$ cat config.mk
export PLATFORM = sky130hd
export DESIGN_NAME = game_move_sched
export DESIGN_NICKNAME = d
export VERILOG_FILES = /design/src/rtl/game_move_sched.sv
export SDC_FILE = /design/constraint.sdc
export NUM_CORES = 1
export LEC_CHECK = 0
export CORE_UTILIZATION = 35
export CTS_BUF_LIST = sky130_fd_sc_hd__clkbuf_4 sky130_fd_sc_hd__clkbuf_8 sky130_fd_sc_hd__clkbuf_16
export DETAILED_ROUTE_END_ITERATION = 12
export GPL_TIMING_DRIVEN = 0
export SETUP_SLACK_MARGIN = 0.3
export SKIP_LAST_GASP = 1
export SLEW_MARGIN = 20
export SYNTH_ARGS = -nofsm -noshare
export SYNTH_HDL_FRONTEND = slang
export SYNTH_SLANG_ARGS = --single-unit
$ cat constraint.sdc
create_clock -name clk -period 8.5 [get_ports clk]
set_clock_uncertainty 0.1 [all_clocks]
set_input_delay 1.7 -clock clk [delete_from_list [all_inputs] [get_ports clk]]
set_output_delay 1.7 -clock clk [all_outputs]
set_load 0.02 [all_outputs]
$ cat src/rtl/game_move_sched.sv
// game_move_sched: tick generation, button/accel move arbitration and game-state sequencing for Ball
module game_move_sched #(
    parameter int CLK_HZ        = 100000000,
    parameter int BTN_RATE_HZ   = 90,
    parameter int FRAME_RATE_HZ = 60,
    parameter int HOLD_FRAMES   = 120
) (
    input  logic       clk,
    input  logic       reset,
    input  logic [3:0] btn_req,
    input  logic [3:0] accel_req,
    input  logic       start,
    input  logic       gameover,
    output logic [3:0] movement,
    output logic       btn_tick,
    output logic       frame_tick,
    output logic [1:0] state,
    output logic       src_accel,
    output logic       restart
);
    localparam logic [31:0] BTOP = 32'(CLK_HZ / BTN_RATE_HZ - 1);
    localparam logic [31:0] FTOP = 32'(CLK_HZ / FRAME_RATE_HZ - 1);
    localparam logic [31:0] HOLD = 32'(HOLD_FRAMES);
    localparam logic [1:0] IDLE = 2'd0, PLAY = 2'd1, OVER = 2'd2;
    logic [31:0] btn_cnt, frame_cnt, hold_cnt;
    logic start_q, btn_active, start_rise;
    logic [3:0] raw, moves;
    always_comb begin
        btn_active = |btn_req;
        start_rise = start & ~start_q;
        raw = btn_active ? (btn_tick ? btn_req : 4'd0) : accel_req;
        // opposite directions on the same axis cancel each other; diagonals pass
        moves = {raw[3:2] & {2{~&raw[3:2]}}, raw[1:0] & {2{~&raw[1:0]}}};
    end
    always_ff @(posedge clk) begin
        if (reset) begin
            btn_cnt    <= '0;
            frame_cnt  <= '0;
            hold_cnt   <= '0;
            start_q    <= 1'b0;
            btn_tick   <= 1'b0;
            frame_tick <= 1'b0;
            movement   <= 4'd0;
            state      <= IDLE;
            src_accel  <= 1'b0;
            restart    <= 1'b0;
        end else begin
            btn_cnt    <= (btn_cnt == BTOP) ? '0 : btn_cnt + 32'd1;
            btn_tick   <= btn_cnt == BTOP;
            frame_cnt  <= (frame_cnt == FTOP) ? '0 : frame_cnt + 32'd1;
            frame_tick <= frame_cnt == FTOP;
            start_q    <= start;
            restart    <= 1'b0;
            movement   <= (state == PLAY && !gameover) ? moves : 4'd0;
            if (state == PLAY)
                src_accel <= ~btn_active;
            case (state)
                IDLE: if (start_rise && !gameover) state <= PLAY;
                PLAY: if (gameover) begin
                    state    <= OVER;
                    hold_cnt <= '0;
                end
                OVER: if (frame_tick) begin
                    if (hold_cnt + 32'd1 >= HOLD) begin
                        state    <= IDLE;
                        restart  <= 1'b1;
                        hold_cnt <= '0;
                    end else
                        hold_cnt <= hold_cnt + 32'd1;
                end
                default: state <= IDLE;
            endcase
        end
    end
endmodule
==> impl_metrics.csv <==
group,metric,value,unit
yosys,synth-xor-area-share,0.1438,
routing,remaining_drc_errors,0,
clock_network,cts_resized,0,
floorplan,num_io_pins,22,
floorplan,dieWidth,127.2,µm
routing,drt_wl_total,12.00,mm
yosys,yosys.area_share.adder,0.01141,
yosys,yosysTopAreaCell,"dfxtp_1",
clock_network,cts_buffer_depth,2,
cells_and_area,seq_area,2142,µm²
yosys,synth_fp_nets,664,
sta,rsz0062_at_grt,"false",
grt,grt_max_degree,19,
routing,drtPass1Iterations,4,
clock_network,cts_buffers,9,
yosys,synth_ff_type,"dfxtp_1",
sta,fin_tns_setup,0,ps
cells_and_area,area.growth.synth_to_final,13.81,%
sta,final-setup-viol-count,0,
yosys,synthMuxAreaShare,0.003651,
setup_path,critical_path_peak_fanout,8,
min_path,worstHoldStart,"btn_cnt[0]$_SDFF_PP0_",
placed_design,io_buffer_count,21,
clock_network,postCtsHoldBufs,0,
cells_and_area,fill_cells,1539,
routing,drt_iter0_drc,288,
setup_path,rr_startpoint,"hold_cnt[15]$_SDFFE_PP0P_",
yosys,synthTopCellsByArea,"dfxtp_1 (39%), xor2_1 (7.7%), nor2_1 (6.9%), xnor2_1 (6.7%), nand3_1 (3.7%)",
yosys,syn_avg_cell_area,8.474,µm²
cells_and_area,layout_common_cells,"dfxtp_1 (107), nor2_1 (101), xor2_1 (48), nand2_1 (44), xnor2_1 (42)",
grt,grt_pass1_vias,4196,
yosys,async_flop_share,0,
clock_network,htreeDepth,3,
yosys,synth-warning-count,0,
cells_and_area,drive_gt1_frac,0.08918,
clock_network,cts_setup_buffers,0,
cells_and_area,multi_input_area,3124,µm²
cells_and_area,finalNetCount,696,
yosys,synth_cell_type_count,59,
setup_path,slowest_delay,800,ps
yosys,syn-instance-count,647,
clock_network,cts_tree,"yes",
grt,grt_first_pass_wirelength,20.13,mm
floorplan,die_y,127.2,µm
sta,worstMarginPinSlew,1017,ps
yosys,synth-compound-area-share,0.06709,
floorplan,num_rows,45,
grt,grt_usage,0.1553,
yosys,synth_edf_count,0,
cells_and_area,final_common_cell,"dfxtp_1",
routing,antenna_left,0,
outcome,outcome,"completed",
setup_path,arrival,4010,ps
setup_path,cpMaxStageDelayCell,"a21oi_1",
floorplan,start_util,0.3593,
setup_path,cp.required,8670,ps
floorplan,core_area,15260,µm²
routing,dr_total_vias,4524,
min_path,hp-class,"flop to flop",
floorplan,die_area,16170,µm²
sta,drv_slew,0,
routing,vias_per_cell,5.055,
setup_path,crit_chain,"clkdlybuf4s50_1, and3b_1, a21oi_1, nor3_1, nand3_1, xnor2_1, nor3b_1",
setup_path,critPathKind,"input pin to flop",
clock_network,cts.sinks,107,
sta,holdWs,372.5,ps
placed_design,gp_congestion,0.8363,
clock_network,clock_latency,360,ps
power,vdd_drop_max,0.07521,mV
sta,min_period,3835,ps
power,power_per_cell_area,150.4,nW/µm²
cells_and_area,antennaDiodeCount,0,
yosys,yosys.area.top_type_share,0.3907,
power,power_leakage,2.041,nW
sta,max_freq,260.8,MHz
yosys,synth-seq-cells,107,
setup_path,cp-end-kind,"flop",
grt,antenna_found_initial,0,
sta,fin_crit_sh,0.4512,
sta,hold_violations,0,
setup_path,worstSetupStartpoint,"gameover",
yosys,synth_area,5483,µm²
setup_path,start_kind,"input pin",
clock_network,clk_pin_slew,70,ps
placed_design,hpwl,8.815,mm
grt,overflow,0,
yosys,yosys.area_share.simple,0.3439,
job,drv_cap,0,
clock_network,clock-root-buffer,"clkbuf_16",
sta,maxSlewHeadroom,0.3161,
yosys,synth_top_family_by_area,"simple AND/OR/NAND/NOR gates",
yosys,yosysSeqAreaShare,0.3907,
routing,wl_per_cell,13.41,µm
flip-flops by register name (all words and copies together), names as in the netlist:
name	flops
src_accel	1
state	2
start_q	1
frame_cnt	32
btn_tick	1
movement	4
btn_cnt	32
frame_tick	1
hold_cnt	32
restart	1
worst max-delay path, delay by kind of cell:
kind | cells | cell delay, ps
simple gates | 4 | 900
buf+inv | 1 | 480
xor+xnor | 1 | 130
compound gates | 1 | 800
cell families after synthesis:
group / after synthesis
xor+xnor: 90
mux: 2
buf+inv: 50
compound gates: 47
simple gates: 346
fa+ha+maj: 5
flops: 107
synth_stat cells, types with 3 or more instances:
| library cell | instances |
|---|---|
| nand2_1 | 44 |
| clkbuf_1 | 20 |
| xnor2_1 | 42 |
| nor2b_1 | 6 |
| nand3_1 | 40 |
| a211oi_1 | 3 |
| nor2_1 | 101 |
| or2_2 | 4 |
| nor3_2 | 19 |
| nand4_1 | 31 |
| a31oi_1 | 5 |
| buf_2 | 7 |
| nor4_1 | 21 |
| inv_1 | 19 |
| o21ai_0 | 10 |
| and3_1 | 14 |
| a21oi_1 | 4 |
| nand3_2 | 4 |
| nor3b_1 | 3 |
| nor4b_1 | 5 |
| xor2_1 | 48 |
| and2_1 | 10 |
| ha_1 | 5 |
| or3_1 | 5 |
| dfxtp_1 | 107 |
| and4_1 | 5 |
| nor3_1 | 23 |
through the flow:
| step | instances | setup WS (ps) | total power [W] | util | cell area (µm²) |
|---|---|---|---|---|---|
| after floorplan | 647 | 5315 | 0.0005344 | - | 5483 |
| after global placement | 879 | 4405 | 0.0005471 | 0.3904 | 5957 |
| after detailed placement | 879 | 4383 | 0.0005479 | 0.3904 | 5957 |
| after CTS | 895 | 4756 | 0.0009507 | 0.4089 | 6240 |
| after global routing | 895 | 4546 | 0.0009721 | 0.4089 | 6240 |
| final | 895 | 4665 | 0.0009382 | 0.4089 | 6240 |
metal layers:
layer / vias up / wire, µm / GRT usage
met5: - / 0 / 0
met1: 2101 / 5910 / 0.2088
li1: 2330 / - / -
met3: 16 / 444 / 0.02429
met2: 77 / 5358 / 0.2418
met4: 0 / 287 / 0.07843
final timing paths:
path | end | slack, ps | depth (start not counted)
worst max register to register | hold_cnt[18]$_SDFFE_PP0P_ | 5090 | 9
worst min register to register | btn_cnt[0]$_SDFF_PP0_ | 370 | 1
worst max-delay path | hold_cnt[24]$_SDFFE_PP0P_ | 4670 | 7
worst min-delay path | btn_cnt[0]$_SDFF_PP0_ | 370 | 1
final cells by class:
type                       count  area share
multi-input combinational    490      0.5007
inverter                      19     0.01143
timing repair buffer          21     0.03369
sequential                   107      0.3433
clock buffer                  10     0.03830
buffer                        31     0.02326
clock inverter                 6    0.007018
tap                          211     0.04231
report_power, final:
part	total (W)	switching (W)	internal, W
combinational	0.0000286	0.0000176	0.0000110
clock	0.000402	0.000193	0.000209
sequential	0.000507	0.00000342	0.000504
total	0.000938	0.000214	0.000724
(Power assumes the default switching activity.)
